--- src/rtl/boot_if.sv ---
// boot_if: program-loader write channel and instruction-memory port of boot_sequencer.
interface boot_if;
    logic        ld_valid;
    logic [7:0]  ld_addr;
    logic [20:0] ld_data;
    logic        ld_ready;
    logic [7:0]  mem_addr;
    logic        mem_we;
    logic [20:0] mem_wdata;

    modport master (output ld_valid, ld_addr, ld_data,
                    input  ld_ready, mem_addr, mem_we, mem_wdata);
    modport slave  (input  ld_valid, ld_addr, ld_data,
                    output ld_ready, mem_addr, mem_we, mem_wdata);
endinterface

--- src/rtl/boot_sequencer.sv ---
// boot_sequencer: holds the CPU in reset, lets a loader fill instruction memory, then runs/steps it.
// Define BOOT_SINGLE_STEP_EN to enable the single-cycle STEP state driven by step_req.
module boot_sequencer #(
    parameter int unsigned HOLD_CYCLES = 2
) (
    input  logic        i_clk,
    input  logic        i_reset_n,
    input  logic        i_run_req,
    input  logic        i_halt_req,
    input  logic        i_step_req,
    input  logic        i_restart_req,
    input  logic [7:0]  i_cpu_addr,
    boot_if.slave       bus,
    output logic        o_cpu_en,
    output logic        o_cpu_rst,
    output logic [2:0]  o_state,
    output logic [15:0] o_exec_cnt
);

    typedef enum logic [2:0] {
        S_HOLD = 3'd0,
        S_HALT = 3'd1,
`ifdef BOOT_SINGLE_STEP_EN
        S_STEP = 3'd3,
`endif
        S_RUN  = 3'd2
    } state_t;

    localparam logic [3:0] HOLD_LAST = 4'(HOLD_CYCLES - 1);

`ifdef BOOT_SINGLE_STEP_EN
    localparam state_t STEP_TGT = S_STEP;
`else
    localparam state_t STEP_TGT = S_HALT;
`endif

    state_t      r_state;
    state_t      w_next;
    logic [3:0]  r_hold_cnt;
    logic [3:0]  w_hold_nxt;
    logic        r_cpu_en;
    logic        r_cpu_rst;
    logic        r_ld_ready;
    logic [15:0] r_exec_cnt;
    logic        w_step_go;
    logic        w_next_exec;

    function automatic logic [15:0] sat_inc(input logic [15:0] v);
        return (v == 16'hFFFF) ? v : v + 16'd1;
    endfunction

`ifdef BOOT_SINGLE_STEP_EN
    assign w_step_go   = i_step_req;
    assign w_next_exec = (w_next == S_RUN) || (w_next == S_STEP);
`else
    assign w_step_go   = i_step_req & 1'b0;
    assign w_next_exec = (w_next == S_RUN);
`endif

    // Loader requests take precedence over run/step so a write never races CPU start.
    always_comb begin
        w_next     = r_state;
        w_hold_nxt = '0;
        case (r_state)
            S_HOLD: begin
                if (i_restart_req)
                    w_hold_nxt = '0;
                else if (r_hold_cnt == HOLD_LAST)
                    w_next = S_HALT;
                else
                    w_hold_nxt = r_hold_cnt + 4'd1;
            end
            S_HALT: begin
                if (i_restart_req)
                    w_next = S_HOLD;
                else if (bus.ld_valid)
                    w_next = S_HALT;
                else if (w_step_go)
                    w_next = STEP_TGT;
                else if (i_run_req)
                    w_next = S_RUN;
            end
            S_RUN: begin
                if (i_restart_req)
                    w_next = S_HOLD;
                else if (i_halt_req)
                    w_next = S_HALT;
            end
`ifdef BOOT_SINGLE_STEP_EN
            S_STEP: w_next = i_restart_req ? S_HOLD : S_HALT;
`endif
            default: w_next = S_HOLD;
        endcase
    end

    always_ff @(posedge i_clk or negedge i_reset_n) begin
        if (!i_reset_n) begin
            r_state    <= S_HOLD;
            r_hold_cnt <= '0;
            r_cpu_rst  <= 1'b1;
            r_cpu_en   <= 1'b0;
            r_ld_ready <= 1'b0;
            r_exec_cnt <= '0;
        end else begin
            r_state    <= w_next;
            r_hold_cnt <= w_hold_nxt;
            r_cpu_rst  <= (w_next == S_HOLD);
            r_cpu_en   <= w_next_exec;
            r_ld_ready <= (w_next == S_HALT);
            if (w_next == S_HOLD && r_state != S_HOLD)
                r_exec_cnt <= '0;
            else if (r_cpu_en)
                r_exec_cnt <= sat_inc(r_exec_cnt);
        end
    end

    assign bus.ld_ready  = r_ld_ready;
    assign bus.mem_we    = bus.ld_valid & r_ld_ready;
    assign bus.mem_wdata = bus.ld_data;
    assign bus.mem_addr  = (r_state == S_HALT && bus.ld_valid) ? bus.ld_addr :
                           (r_state == S_HOLD) ? 8'h00 : i_cpu_addr;

    assign o_cpu_en   = r_cpu_en;
    assign o_cpu_rst  = r_cpu_rst;
    assign o_state    = r_state;
    assign o_exec_cnt = r_exec_cnt;

endmodule
--- src/flat_wrapper.sv ---
// flat-port wrapper written by rule: the top's interface ports become plain ports
module boot_sequencer_flat 
#(
    parameter int unsigned HOLD_CYCLES = 2
)
  (i_clk, i_reset_n, i_run_req, i_halt_req, i_step_req, i_restart_req, i_cpu_addr, o_cpu_en, o_cpu_rst, o_state, o_exec_cnt, bus_ld_valid, bus_ld_addr, bus_ld_data, bus_ld_ready, bus_mem_addr, bus_mem_we, bus_mem_wdata);
  boot_if bus_i ();
  input  logic i_clk;
  input  logic i_reset_n;
  input  logic i_run_req;
  input  logic i_halt_req;
  input  logic i_step_req;
  input  logic i_restart_req;
  input  logic [7:0] i_cpu_addr;
  output logic o_cpu_en;
  output logic o_cpu_rst;
  output logic [2:0] o_state;
  output logic [15:0] o_exec_cnt;
  input wire logic [$bits(bus_i.ld_valid)-1:0] bus_ld_valid;
  input wire logic [$bits(bus_i.ld_addr)-1:0] bus_ld_addr;
  input wire logic [$bits(bus_i.ld_data)-1:0] bus_ld_data;
  output wire logic [$bits(bus_i.ld_ready)-1:0] bus_ld_ready;
  output wire logic [$bits(bus_i.mem_addr)-1:0] bus_mem_addr;
  output wire logic [$bits(bus_i.mem_we)-1:0] bus_mem_we;
  output wire logic [$bits(bus_i.mem_wdata)-1:0] bus_mem_wdata;
  assign bus_i.ld_valid = bus_ld_valid;
  assign bus_i.ld_addr = bus_ld_addr;
  assign bus_i.ld_data = bus_ld_data;
  assign bus_ld_ready = bus_i.ld_ready;
  assign bus_mem_addr = bus_i.mem_addr;
  assign bus_mem_we = bus_i.mem_we;
  assign bus_mem_wdata = bus_i.mem_wdata;
  boot_sequencer #(.HOLD_CYCLES(HOLD_CYCLES)) u_core (.i_clk(i_clk), .i_reset_n(i_reset_n), .i_run_req(i_run_req), .i_halt_req(i_halt_req), .i_step_req(i_step_req), .i_restart_req(i_restart_req), .i_cpu_addr(i_cpu_addr), .bus(bus_i), .o_cpu_en(o_cpu_en), .o_cpu_rst(o_cpu_rst), .o_state(o_state), .o_exec_cnt(o_exec_cnt));
endmodule
--- config.mk ---
export PLATFORM = sky130hd
export DESIGN_NAME = boot_sequencer_flat
export DESIGN_NICKNAME = d
export VERILOG_FILES = /design/src/rtl/boot_if.sv /design/src/rtl/boot_sequencer.sv /design/src/flat_wrapper.sv
export SDC_FILE = /design/constraint.sdc
export NUM_CORES = 1
export LEC_CHECK = 0
export ABC_CLOCK_PERIOD_IN_PS = 2340
export CORE_UTILIZATION = 38
export DETAILED_ROUTE_END_ITERATION = 8
export GPL_ROUTABILITY_DRIVEN = 0
export MAX_ROUTING_LAYER = met4
export PLACE_DENSITY_LB_ADDON = 0.15
export SYNTH_ARGS = -nofsm -noshare
export SYNTH_HDL_FRONTEND = slang
export SYNTH_SLANG_ARGS = --single-unit
--- constraint.sdc ---
create_clock -name i_clk -period 2.34 [get_ports i_clk]
set_clock_uncertainty 0.2 [all_clocks]
set_input_delay 0.468 -clock i_clk [delete_from_list [all_inputs] [get_ports i_clk]]
set_output_delay 0.468 -clock i_clk [all_outputs]
set_load 0.01 [all_outputs]
==> flow_metrics.py, run 1 <==
metrics = {
    "outcome": {
        "status": "completed",
    },
    "floorplanning": {
        "die_w_um": 68.8,
        "die_h_um": 68.8,
        "die_area_um2": 4730,
        "pin_count": 96,
        "core_um2": 4140,
        "rows": 23,
        "initial_core_util_pct": 40.9,
    },
    "hold_path": {
        "hold_end": "u_core.r_hold_cnt[0]",
        "holdPathStages": 1,
        "hp-class": "flop to flop",
        "min-delay-start": "u_core.r_hold_cnt[0]",
    },
    "detailed_routing": {
        "ant_nets": 0,
        "wl_per_cell_um": 15.4,
        "drt_first_pass_iters": 4,
        "drt_iter0_drc": 65,
        "drc_errors": 0,
        "wl_mm": 4.25,
        "via_per_inst": 5.75,
        "vias": 1587,
    },
    "critical_path": {
        "cp_max_fo": 17,
        "critPathCaptureType": "output pin",
        "worst_path_max_delay_cell": "dfrtp_1",
        "r2r_slack_ns": 0.24,
        "r2r-start": "u_core.o_exec_cnt[0]",
        "path_class": "flop to output pin",
        "slowest_delay_ns": 0.68,
        "cp_cell_sequence": "clkdlybuf4s50_1",
        "critPathBufInv": 1,
        "cp.arrival_ns": 1.58,
        "worstSetupStartpointType": "flop",
        "reg2reg_to": "u_core.o_exec_cnt[8]",
        "required_ns": 1.67,
        "r2r_cells": 5,
        "critPathTopFamily": "flip-flops",
    },
    "cells_and_area": {
        "register_area_um2": 652,
        "finalNetCount": 274,
        "final_core_util_pct": 53.0,
        "diodes": 0,
        "multi_input_area_um2": 846,
        "drive_gt1_share_pct": 8.85,
        "fillers": 392,
        "fin_cells": 276,
        "area_growth_pct": 29.6,
        "final_cell_mix": "clkdlybuf4s50_1, dfrtp_1, nand2_1, a21oi_1, nor2_1",
        "final_common_cell": "clkdlybuf4s50_1",
    },
    "timing": {
        "layout_setup_ws_ns": 0.0895,
        "hold_viol_final": 0,
        "worst_pin_slew_ns": 0.652,
        "min_period_ns": 2.25,
        "max_freq_mhz": 444,
        "slew_headroom_pct": 56.1,
        "setup_viol": 0,
        "slew_viol_final": 0,
        "rsz0062_at_grt": "false",
        "min_period_over_period_pct": 96.2,
    },
    "synthesis": {
        "yosys_warnings": 0,
        "synthDistinctLibCells": 41,
        "yosysSeqAreaShare_pct": 38.5,
        "synth_area_um2": 1700,
        "synth_seq_cells": 26,
        "synth_top_flop_cell": "dfrtp_1",
        "synth_nets": 237,
        "synth-edff-count": 0,
        "syn_inst": 190,
        "syn_avg_cell_area_um2": 8.92,
        "synthArstFlopShare_pct": 100,
    },
    "clock_network": {
        "cts_buffer_depth": 2,
        "hold_buffers": 0,
        "clock-root-buffer": "clkbuf_8",
        "clk_pin_slew_ns": 0.08,
        "htree_levels": 1,
        "clock_latency_ns": 0.27,
        "cts_tree": "yes",
        "cts_sinks": 26,
        "cts_made_buffers": 3,
    },
    "placement": {
        "place_ws_ns": -0.439,
        "dp_cells": 272,
        "numPortBuffers": 52,
        "dp_hpwl_mm": 3.23,
    },
    "global_route": {
        "use_met1_pct": 23.3,
        "grt_pass1_vias": 1547,
        "use_met3_pct": 3.95,
        "antenna_found_initial": 0,
        "gr-usage-met2_pct": 33.9,
        "grt_max_degree": 27,
        "grt_overflow": 0,
        "top_usage_layer": "met2",
        "grt_pass1_wl_mm": 6.87,
        "grtUsageTotal_pct": 19.7,
    },
    "power_and_ir_drop": {
        "irDropWorstVdd_uv": 305,
        "powerDensity_nw_per_um2": 382,
        "power.leakage_uw": 0.000889,
    },
    "job": {
        "max_cap_viol_count": 0,
    },
}
[flip-flops by register name, indices dropped and copies added, names as in the netlist]
signal / count
u_core.bus.ld_ready: 1
u_core.o_cpu_en: 1
u_core.o_cpu_rst: 1
u_core.o_exec_cnt: 16
u_core.o_state: 3
u_core.r_hold_cnt: 4
[cell type report]
cell class                 instances  share of cell area, %
clock buffer                       4                   2.05
inverter                           4                  0.911
multi-input combinational        132                   38.5
sequential                        26                   29.7
tap                               50                   2.85
timing repair buffer              60                   26.0
[stage by stage]
step / power (µW) / cell area, µm² / hold WS [ns] / setup TNS (ns)
after detailed placement: 599 / 2150 / 0.290 / -3.50
final: 839 / 2200 / 0.297 / 0
after global placement: 594 / 2150 / 0.277 / -2.80
after global routing: 884 / 2200 / 0.340 / 0
after CTS: 853 / 2200 / 0.302 / 0
after floorplan: 551 / 1700 / -0.0276 / 0
[how the worst max path moves through the flow]
stage               cells after the start         startpoint  slack, ns              end
floorplan                               6  u_core.o_state[1]       0.19  bus_mem_addr[5]
global placement                        5       bus_ld_valid      -0.35  bus_mem_addr[3]
detailed placement                      5       bus_ld_valid      -0.44  bus_mem_addr[3]
CTS                                     1  u_core.o_state[0]       0.08       o_state[0]
global route                            1  u_core.o_state[0]       0.01       o_state[0]
finish                                  1  u_core.o_state[0]       0.09       o_state[0]
[synth_stat cells (2+ instances only)]
cell type,n,area (µm²)
inv_1,3,11.3
nand3_1,9,45.0
and3_1,3,18.8
or4_1,6,45.0
or3_2,2,15.0
clkbuf_1,6,22.5
nor3_1,5,25.0
or2_2,2,12.5
buf_4,21,158
nand2_1,18,67.6
a21oi_1,12,60.1
or3_1,2,12.5
a22o_1,8,70.1
nand4_1,3,18.8
o41ai_1,2,17.5
o2bb2ai_1,8,70.1
o21ai_0,7,35.0
and2_1,2,12.5
o31ai_1,5,37.5
dfrtp_1,25,626
xor2_1,2,17.5
nor2_1,11,41.3
and4_1,3,26.3
nor3b_1,3,22.5
a31oi_1,3,18.8
ha_1,3,37.5
a21boi_0,2,15.0
[repair_timing]
item | CTS | global route
buffers inserted | 0 | 0
setup endpoints to repair | 9 | 0
gates resized for setup | 14 | 0
[power breakdown]
group          total (µW)  internal [µW]  switching, µW
Sequential            457            453           4.12
Combinational         128           70.3           57.4
Clock                 254            122            132
Total                 839            645            194
[cells by family after synthesis]
group	count (synthesis)	share of synthesized area (%)
buffers and inverters	32	11.8
DFF	26	38.5
other	1	0.221
AOI/OAI and AO/OA	49	20.1
adders and majority gates	4	2.80
xor gates and xnor gates	3	1.55
and+or+nand+nor	75	25.0
[metal layers]
layer  wire length, µm  up-vias
li1                  -      762
met1              1820      759
met2              2120       42
met3               206       24
met4               104        0
met5                 0        -
(Power assumes the default switching activity.)
==> inputs of run 2 (changes only) <==
Settings changed: CORE_ASPECT_RATIO set to 0.5.
==> flow_metrics.py, run 2 (synthesized netlist as in run 1, its figures left out) <==
metrics = {
    "timing": {
        "setup_viol": 0,
        "max_freq_mhz": 443,
        "hold_viol_final": 0,
        "min_period_over_period_pct": 96.5,
        "rsz0062_at_grt": "false",
        "slew_viol_final": 0,
        "finalSetupTns_ns": 0,
        "min_period_ns": 2.26,
        "worst_pin_slew_ns": 0.527,
        "layout_setup_ws_ns": 0.0825,
        "slew_headroom_pct": 64.6,
    },
    "power_and_ir_drop": {
        "net-switching-power_uw": 201,
        "swShare_pct": 23.0,
        "power.leakage_uw": 0.000912,
        "fin_total_pwr_uw": 876,
        "combinationalPowerShare_pct": 14.6,
        "intPower_uw": 675,
        "clockPowerShare_pct": 33.2,
        "powerDensity_nw_per_um2": 392,
        "irDropWorstVdd_uv": 190,
        "seqPwrFrac_pct": 52.2,
    },
    "detailed_routing": {
        "via_per_inst": 5.55,
        "ant_nets": 0,
        "drt_first_pass_iters": 4,
        "drt_iter0_drc": 68,
        "wl_per_cell_um": 14.4,
        "vias": 1575,
        "wl_mm": 4.10,
        "drc_errors": 0,
    },
    "cells_and_area": {
        "final_common_cell": "clkdlybuf4s50_1",
        "finalNetCount": 278,
        "final_cell_mix": "clkdlybuf4s50_1, dfrtp_1, nand2_1, a21oi_1, nor2_1",
        "fin_cells": 284,
        "final_core_util_pct": 54.7,
        "diodes": 0,
        "area_growth_pct": 31.8,
        "largest_register_ff_count": 16,
        "drive_gt1_share_pct": 10.4,
    },
    "critical_path": {
        "critPathCaptureType": "output pin",
        "cp_max_fo": 17,
        "cp_cell_sequence": "clkdlybuf4s50_1",
        "worst_path_max_delay_cell": "dfrtp_1",
        "worstSetupStartpointType": "flop",
        "critPathBufInv": 1,
        "critPathTopFamily": "flip-flops",
        "path_class": "flop to output pin",
        "slowest_delay_ns": 0.68,
        "required_ns": 1.67,
        "cp.arrival_ns": 1.59,
    },
    "global_route": {
        "grt_pass1_vias": 1530,
        "grt_pass1_wl_mm": 6.93,
        "grtUsageTotal_pct": 19.5,
        "grt_overflow": 0,
        "grt_max_degree": 27,
        "antenna_found_initial": 0,
    },
    "clock_network": {
        "cts_made_buffers": 3,
        "clock-root-buffer": "clkbuf_8",
        "clk_pin_slew_ns": 0.08,
        "cts_tree": "yes",
        "cts_buffer_depth": 2,
        "cts_sinks": 26,
        "htree_levels": 1,
        "clock_latency_ns": 0.28,
    },
    "floorplanning": {
        "die_w_um": 96.5,
        "rows": 16,
        "core_um2": 4080,
        "initial_core_util_pct": 41.5,
        "pin_count": 96,
        "die_area_um2": 4750,
        "die_h_um": 49.2,
    },
    "placement": {
        "place_ws_ns": -0.372,
        "dp_hpwl_mm": 3.05,
        "dp_cells": 278,
        "numPortBuffers": 52,
    },
    "outcome": {
        "status": "completed",
    },
    "job": {
        "max_cap_viol_count": 0,
    },
    "hold_path": {
        "hp-class": "flop to flop",
    },
}
==> run 2: what timing repair did <==
item                       CTS  global route
pin swaps                    0             1
setup buffers                1             0
gates resized for setup     13             0
cloned                       1             0
setup endpoints to repair    9             2
hold buffers                 0             0
==> run 2: final timing paths <==
path                       slack (ns)  cells past startpoint                    to                  from
max                              0.08                      1            o_state[0]     u_core.o_state[0]
min                              0.30                      1  u_core.r_hold_cnt[0]  u_core.r_hold_cnt[0]
max reg2reg                      0.26                      5  u_core.o_exec_cnt[8]  u_core.o_exec_cnt[0]
min reg2reg                      0.30                      1  u_core.r_hold_cnt[0]  u_core.r_hold_cnt[0]
max in group asynchronous        1.29                      2      u_core.o_cpu_rst             i_reset_n
min in group asynchronous        0.35                      2  u_core.o_exec_cnt[4]             i_reset_n
==> run 2: layout make-up <==
class | count | area [µm²]
fill | 399 | 1850
multi-input combinational | 132 | 846
sequential | 26 | 652
timing repair buffer | 63 | 594
tap | 54 | 67.6
clock buffer | 4 | 55.1
inverter | 4 | 16.3
timing repair inverter | 1 | 3.75
==> run 2: layer usage <==
metal / share of wire [%] / wire (µm) / up-vias / track usage, %
met4: 2.0 / 81 / 0 / 6.86
met3: 6.9 / 281 / 14 / 6.39
li1: - / - / 763 / -
met2: 47 / 1940 / 55 / 32.2
met1: 44 / 1790 / 743 / 22.3
met5: 0 / 0 / - / -
==> run 2: power by group through the flow <==
stage | sequential (µW) | combinational (µW) | clock, µW
final | 457 | 128 | 291
after global routing | 458 | 142 | 326
after CTS | 458 | 130 | 308
after detailed placement | 466 | 132 | 0
after global placement | 466 | 132 | 0
after floorplan | 467 | 84.3 | 0
==> run 2: through the flow <==
| stage | area, µm² | hold slack (ns) |
|---|---|---|
| 2_1_floorplan | 1700 | -0.0276 |
| 3_3_place_gp | 2170 | 0.286 |
| 3_5_place_dp | 2170 | 0.298 |
| 4_1_cts | 2230 | 0.311 |
| 5_1_grt | 2230 | 0.336 |
| 6_report | 2230 | 0.302 |
==> inputs of run 3 (changes only) <==
Settings changed: CELL_PAD_IN_SITES_DETAIL_PLACEMENT set to 2, CELL_PAD_IN_SITES_GLOBAL_PLACEMENT set to 2, CORE_MARGIN set to 2, CORE_UTILIZATION 38 to 21.
==> flow_metrics.py, run 3 (synthesized netlist as in run 1, its figures left out) <==
metrics = {
    "critical_path": {
        "cp.arrival_ns": 1.61,
        "cpMostUsedCell": "dlygate4sd2_1",
        "path_class": "input pin to output pin",
        "cp_max_fo": 9,
        "worst_path_max_delay_cell": "dlygate4sd2_1",
        "worstSetupStartpointType": "input pin",
        "slowest_delay_ns": 0.30,
        "critPathTopFamily": "buffers and inverters",
        "cp_cell_sequence": "dlygate4sd2_1 -> clkinv_2 -> o2bb2ai_1 -> a22o_1 -> dlygate4sd2_1",
        "critPathBufInv": 3,
        "required_ns": 1.67,
        "critPathCaptureType": "output pin",
    },
    "cells_and_area": {
        "diodes": 0,
        "final_core_util_pct": 30.0,
        "largest_register_ff_count": 16,
        "fillers": 870,
        "final_area_um2": 2380,
        "finalNetCount": 282,
        "final_cell_mix": "clkdlybuf4s50_1, dfrtp_1, nand2_1, buf_4, a21oi_1",
        "final_common_cell": "clkdlybuf4s50_1",
        "drive_gt1_share_pct": 14.1,
        "area_growth_pct": 40.2,
    },
    "detailed_routing": {
        "ant_nets": 0,
        "drc_errors": 0,
        "wl_mm": 5.35,
        "via_per_inst": 4.71,
        "drt_iter0_drc": 54,
        "drt_first_pass_iters": 4,
        "vias": 1631,
        "wl_per_cell_um": 15.5,
    },
    "global_route": {
        "grt_max_degree": 27,
        "grt_pass1_wl_mm": 9.15,
        "antenna_found_initial": 0,
        "grt_overflow": 0,
        "grtUsageTotal_pct": 13.6,
        "grt_pass1_vias": 1779,
    },
    "clock_network": {
        "clock_latency_ns": 0.26,
        "clock-root-buffer": "clkbuf_16",
        "htree_levels": 1,
        "cts_made_buffers": 3,
        "cts_sinks": 26,
        "cts_tree": "yes",
        "cts_buffer_depth": 2,
        "hold_buffers": 0,
        "clk_pin_slew_ns": 0.07,
    },
    "timing": {
        "worst_pin_slew_ns": 0.561,
        "slew_headroom_pct": 62.5,
        "min_period_ns": 2.28,
        "max_freq_mhz": 439,
        "layout_setup_ws_ns": 0.0636,
        "rsz0062_at_grt": "false",
        "setup_viol": 0,
        "min_period_over_period_pct": 97.3,
        "hold_viol_final": 0,
        "slew_viol_final": 0,
    },
    "floorplanning": {
        "initial_core_util_pct": 21.4,
        "core_um2": 7910,
        "rows": 23,
        "pin_count": 96,
        "die_h_um": 67.5,
        "die_w_um": 131,
        "die_area_um2": 8850,
    },
    "hold_path": {
        "hp-class": "flop to flop",
    },
    "placement": {
        "numPortBuffers": 52,
        "postPlaceCellArea_um2": 2270,
        "dp_hpwl_mm": 3.95,
        "place_ws_ns": -0.567,
    },
    "outcome": {
        "status": "completed",
    },
    "power_and_ir_drop": {
        "power.leakage_uw": 0.000939,
        "powerDensity_nw_per_um2": 431,
        "fin_total_pwr_uw": 1030,
        "irDropWorstVdd_uv": 293,
    },
    "job": {
        "max_cap_viol_count": 0,
    },
}
-- run 3: cell types whose count changed in the layout (fill, tap and decap cells not counted), sizes merged --
cell           before  now
buf                11   16
clkbuf              4    5
clkdlybuf4s50      42   43
clkinv              2    1
dlygate4sd2        10    7
or2                 3    4
-- run 3: cell type report --
type | instances | area (µm²) | share of cell area (%)
Clock buffer | 4 | 88.8 | 3.74
Inverter | 4 | 16.3 | 0.684
Multi-Input combinational cell | 133 | 861 | 36.2
Sequential cell | 26 | 653 | 27.5
Tap cell | 112 | 140 | 5.89
Timing Repair Buffer | 67 | 618 | 26.0
-- run 3: stage by stage --
step,hold slack [ns],cells,setup TNS (ns)
after detailed placement,0.316,339,-4.51
after floorplan,-0.0276,190,0
after global routing,0.366,346,0
after CTS,0.329,346,-0.00991
final,0.326,346,0
after global placement,0.292,339,-4.01
-- run 3: metal layers --
layer / part of all wire, % / vias up / global-route usage, %
met5: 0 / - / -
met4: 0.79 / 0 / 2.79
met3: 4.7 / 6 / 3.01
met2: 49 / 42 / 24.0
met1: 45 / 811 / 16.1
li1: - / 772 / -
-- run 3: timing repair --
item                                    in CTS  in global routing
cloned                                       1                  0
resized for setup                           16                  4
endpoints found under the hold margin        0                  0
endpoints found under the setup margin       9                  3
setup buffers                                2                  0
pin swaps                                    1                  1
-- run 3: worst paths after layout --
check                                startpoint                   end  slack [ns]  depth (start not counted)
min                        u_core.r_hold_cnt[0]  u_core.r_hold_cnt[0]        0.33                          1
max in group asynchronous             i_reset_n      u_core.o_cpu_rst        1.24                          2
max                                bus_ld_valid       bus_mem_addr[4]        0.06                          5
max reg2reg                u_core.o_exec_cnt[0]  u_core.o_exec_cnt[8]        0.20                          5
min in group asynchronous             i_reset_n  u_core.o_exec_cnt[8]        0.38                          2
min reg2reg                u_core.r_hold_cnt[0]  u_core.r_hold_cnt[0]        0.33                          1
-- run 3: power by group --
| part | switching, µW | leakage, µW | internal [µW] |
|---|---|---|---|
| Combinational | 61.7 | 0.000540 | 76.9 |
| Clock | 166 | 0.0000442 | 262 |
| Sequential | 5.20 | 0.000355 | 453 |
